### src/rtl/d_serial_tx.sv
// Parallel-to-serial bit transmitter with per-bit hold time
// and optional trailing even-parity bit.
module d_serial_tx #(
  parameter int WIDTH      = 8,
  parameter int BIT_CYCLES = 2,
  parameter int MSB_FIRST  = 1,
  parameter int PARITY_EN  = 0
) (
  input  logic             clk,
  input  logic             reset,
  input  logic [WIDTH-1:0] data_in,
  input  logic             valid_in,
  output logic             ready_out,
  output logic             d_out,
  output logic             bit_strobe,
  output logic             frame_active,
  output logic             done
);

  localparam int NBITS = WIDTH + ((PARITY_EN != 0) ? 1 : 0);
  localparam int BW = (NBITS > 1) ? $clog2(NBITS) : 1;
  localparam int HW = (BIT_CYCLES > 1) ? $clog2(BIT_CYCLES) : 1;
  localparam logic [BW-1:0] LAST_BIT = BW'(NBITS - 1);
  localparam logic [HW-1:0] LAST_HOLD = HW'(BIT_CYCLES - 1);

  typedef enum logic [1:0] {
    S_IDLE,
    S_SHIFT,
    S_DONE
  } state_t;

  state_t           r_state;
  state_t           w_state_nx;
  logic [NBITS-1:0] r_shift;
  logic [NBITS-1:0] w_shift_nx;
  logic [NBITS-1:0] w_frame;
  logic [BW-1:0]    r_bit_cnt;
  logic [BW-1:0]    w_bit_cnt_nx;
  logic [HW-1:0]    r_hold_cnt;
  logic [HW-1:0]    w_hold_cnt_nx;
  logic             r_ready;
  logic             r_d;
  logic             r_strobe;
  logic             r_active;
  logic             r_done;

  // Frame is laid out so the first bit on the wire sits at the MSB.
  always_comb begin
    w_frame = '0;
    for (int j = 0; j < WIDTH; j++) begin
      if (MSB_FIRST != 0) begin
        w_frame[NBITS-1-j] = data_in[WIDTH-1-j];
      end else begin
        w_frame[NBITS-1-j] = data_in[j];
      end
    end
    if (PARITY_EN != 0) begin
      w_frame[0] = ^data_in;
    end
  end

  always_comb begin
    w_state_nx    = r_state;
    w_shift_nx    = r_shift;
    w_bit_cnt_nx  = r_bit_cnt;
    w_hold_cnt_nx = r_hold_cnt;
    unique case (r_state)
      S_IDLE: begin
        if (valid_in && r_ready) begin
          w_state_nx    = S_SHIFT;
          w_shift_nx    = w_frame;
          w_bit_cnt_nx  = '0;
          w_hold_cnt_nx = '0;
        end
      end
      S_SHIFT: begin
        if (r_hold_cnt == LAST_HOLD) begin
          if (r_bit_cnt == LAST_BIT) begin
            w_state_nx = S_DONE;
          end else begin
            w_shift_nx    = r_shift << 1;
            w_bit_cnt_nx  = r_bit_cnt + BW'(1);
            w_hold_cnt_nx = '0;
          end
        end else begin
          w_hold_cnt_nx = r_hold_cnt + HW'(1);
        end
      end
      S_DONE: begin
        w_state_nx = S_IDLE;
      end
      default: begin
        w_state_nx = S_IDLE;
      end
    endcase
  end

  // Outputs are registered from next-state values so they line up
  // with the state they describe.
  always_ff @(posedge clk) begin
    if (!reset) begin
      r_state    <= S_IDLE;
      r_shift    <= '0;
      r_bit_cnt  <= '0;
      r_hold_cnt <= '0;
      r_ready    <= 1'b1;
      r_d        <= 1'b0;
      r_strobe   <= 1'b0;
      r_active   <= 1'b0;
      r_done     <= 1'b0;
    end else begin
      r_state    <= w_state_nx;
      r_shift    <= w_shift_nx;
      r_bit_cnt  <= w_bit_cnt_nx;
      r_hold_cnt <= w_hold_cnt_nx;
      r_ready    <= (w_state_nx == S_IDLE);
      r_d        <= (w_state_nx == S_SHIFT) && w_shift_nx[NBITS-1];
      r_strobe   <= (w_state_nx == S_SHIFT) && (w_hold_cnt_nx == '0);
      r_active   <= (w_state_nx == S_SHIFT);
      r_done     <= (w_state_nx == S_DONE);
    end
  end

  assign ready_out    = r_ready;
  assign d_out        = r_d;
  assign bit_strobe   = r_strobe;
  assign frame_active = r_active;
  assign done         = r_done;

endmodule

### config.mk
export PLATFORM = sky130hd
export DESIGN_NAME = d_serial_tx
export DESIGN_NICKNAME = d
export VERILOG_FILES = /design/src/rtl/d_serial_tx.sv
export SDC_FILE = /design/constraint.sdc
export NUM_CORES = 1
export LEC_CHECK = 0
export BUFFER_PORTS_ARGS = -buffer_cell sky130_fd_sc_hd__buf_2
export CAP_MARGIN = 20
export CELL_PAD_IN_SITES_DETAIL_PLACEMENT = 1
export CELL_PAD_IN_SITES_GLOBAL_PLACEMENT = 2
export CORE_MARGIN = 2
export CORE_UTILIZATION = 34
export DETAILED_ROUTE_END_ITERATION = 8
export PLACE_DENSITY_LB_ADDON = 0.08
export SYNTH_ARGS = -nofsm -noshare
export SYNTH_HDL_FRONTEND = slang
export SYNTH_SLANG_ARGS = --single-unit
### constraint.sdc
create_clock -name clk -period 2.8 [get_ports clk]
set_input_delay 0 -clock clk [delete_from_list [all_inputs] [get_ports clk]]
set_output_delay 0 -clock clk [all_outputs]
set_load 0.01 [all_outputs]
==> impl_metrics.ini <==
[critical_path]
cp.required_ps = 2990
crit_path_cell_trace = ha_1 -> ha_1 -> nand4bb_1 -> and3_1 -> o21a_1
critPathLaunch = r_bit_cnt[0]$_SDFFE_PN0P_
critical-path-top-delay-family = simple AND/OR/NAND/NOR gates
critPathCaptureType = register
ff2ff_path_depth = 5
worstSetupPathDepth = 5
worst_path_most_repeated_cell = ha_1
critical_path_peak_fanout = 8
highest_cell_delay_on_the_worst_timing_path_ps = 380
reg2reg_from = r_bit_cnt[0]$_SDFFE_PN0P_
timing.critical_path.buf_inv = 0
worst_ep_arrival_time_ps = 1870
critPathLaunchType = register
critical_path_class = register to register
slowest_stage = nand4bb_1

[cts]
clk_root_buffer_cell = clkbuf_4
tritoncts.num_buffers = 3
cts.htree.levels = 1
ctsResizeCount = 0
cts_tree = yes
clk_pin_slew_ps = 100
clk_latency_ps = 290
numClockSinks = 19
post_cts_setup_inserts = 0
cts.hold.buffers_added = 6
ctsLongestPathBuffers = 2

[final_layout]
fill_cells = 272
final_cell_mix = 19 x dfxtp_1, 15 x buf_2, 13 x a21boi_1
final_cell_count_no_fill = 127
seq_area_um2 = 380
nNetsFinal = 113
insertedDiodeCount = 0
area.growth.synth_to_final_pct = 21.8
post_route_cells_drive_above_1_share_pct = 20.2
layout_commonest_cell = dfxtp_1
multi_input_comb_area_um2 = 383

[global_routing]
grt_start_max_net_pins = 18
antenna_found_initial = 0
number_of_global_route_vias_before_repair = 634
groute.usage.overall_pct = 14.8
wire_length_of_the_first_global_routing_pass_mm = 2.95
grt.overflow.total = 0

[route]
route.detailed.wl_per_inst_um = 13.6
drt_iter0_drc = 9
wl_mm = 1.73
drcViolationCount = 0
antenna_left = 0
vias_per_cell = 5.16
first_pass_iters = 4
routed-via-count = 655

[sta]
rsz_0062_raised_after_global_routing = no
finalWorstPathRequiredPeriod_ps = 1670
finalHoldViolCount = 0
max_freq_mhz = 597
slew_viol_final = 0
setup_viol_count_final = 0
post-route-period-util_pct = 59.8
worst_slew_pin_slew_ps = 527
skew_ps = 1.63
headroom_to_the_max_slew_limit_pct = 64.9
finalSetupTns_ps = 0

[run]
max_cap_violations = 0

[power_and_ir_drop]
irDropWorstVdd_uv = 241
power_density_mw_per_mm2 = 538
p_leak_uw = 0.000394

[logic_synthesis]
post-synth-top-area-cell = dfxtp_1
post_synth_num_cell_types = 23
synthesis.nets = 91
synth_area_leaders = dfxtp_1 48%, a21boi_1 12%, a22oi_1 6.6%
synth_warnings = 0
netlist_area_um2 = 797
syn-mean-instance-area_um2 = 10.2
synth.ff_latch_count = 19
synth_sequential_area_ratio_pct = 47.7
synth_cells = 78
netlist.area_leader.share_pct = 47.7

[worst_hold_path]
depth_of_the_worst_hold_timing_path = 3
path_category_of_the_worst_min_delay_check = primary input to register
min_from = data_in[6]

[place]
place_congestion = 0.659
post-dp-hpwl_mm = 1.15
port_buffers = 15
dp.cells = 117

[die]
core_region_area_mm2 = 0.00221
die_area_mm2 = 0.00275
rows = 17
die_height_um = 52.4
floorplan.die.width_um = 52.4
num_io_pins = 16
initial_core_util_pct = 36.0

[outcome]
run_status = complete, no violations
## state kept, by name, indices dropped and copies added (netlist names)
signal,flops
r_shift,8
r_bit_cnt,3
r_state,2
bit_strobe,1
d_out,1
done,1
frame_active,1
r_hold_cnt,1
ready_out,1
## worst reg2reg max path, stage by stage (launching register included)
cell and delay (ps):
dfxtp_1 340, ha_1 200, ha_1 210, nand4bb_1 380, and3_1 300, o21a_1 160
## where the power goes
part / total [µW] / leakage, µW / switching (µW) / internal (µW)
sequential: 302 / 0.000155 / 12.3 / 290
clock: 135 / 0.0000150 / 79.8 / 55.3
combinational: 84.7 / 0.000223 / 44.3 / 40.4
## path summary, 6_finish.rpt
path | slack [ps] | to
worst max-delay path | 1130 | r_bit_cnt[0]$_SDFFE_PN0P_
worst min-delay path | 10 | r_shift[6]$_SDFFE_PN0P_
worst max register to register | 1130 | r_bit_cnt[0]$_SDFFE_PN0P_
worst min register to register | 480 | r_bit_cnt[1]$_SDFFE_PN0P_
## metal layers
| layer | track usage, % | vias up | part of all wire [%] |
|---|---|---|---|
| li1 | - | 333 | - |
| met1 | 18.7 | 310 | 50 |
| met2 | 23.3 | 10 | 44 |
| met3 | 3.14 | 2 | 4.3 |
| met4 | 7.69 | 0 | 0.81 |
| met5 | 0 | - | 0 |
## cells in the mapped netlist (all sizes together)
library cell,number
inv,1
and3,1
a22oi,7
clkbuf,1
and4bb,2
ha,2
nand3,10
o211ai,2
nor2b,3
nand2,2
dfxtp,19
buf,4
a21oi,1
and3b,1
nor2,1
o21a,1
o21ai,3
a21boi,13
nand4bb,2
a22o,2
## stage by stage
stage / setup slack [ps] / utilization, % / hold WS, ps / cell area [µm²] / power, µW
2_1_floorplan: 1420 / - / 133 / 797 / 365
3_3_place_gp: 1150 / 40.0 / 242 / 885 / 388
3_5_place_dp: 1140 / 40.0 / 249 / 885 / 388
4_1_cts: 1110 / 43.9 / 10.1 / 971 / 538
5_1_grt: 986 / 43.9 / 37.4 / 971 / 556
6_report: 1130 / 43.9 / 12.4 / 971 / 522
## kinds of logic after synthesis
family                     count (synthesis)  share of synthesized area, %
DFF                                       19                          47.7
adders and majority gates                  2                          3.14
buffers and inverters                      6                          4.24
AOI/OAI and AO/OA                         29                          27.0
and+or+nand+nor                           22                          17.9
## area by class of cell
cell class | count | share of cell area (%)
clock buffers | 4 | 2.71
inverters | 1 | 0.387
well taps | 28 | 3.61
repair buffers | 22 | 14.7
flip-flops and latches | 19 | 39.2
multi-input cells | 53 | 39.4
(Power assumes the default switching activity.)
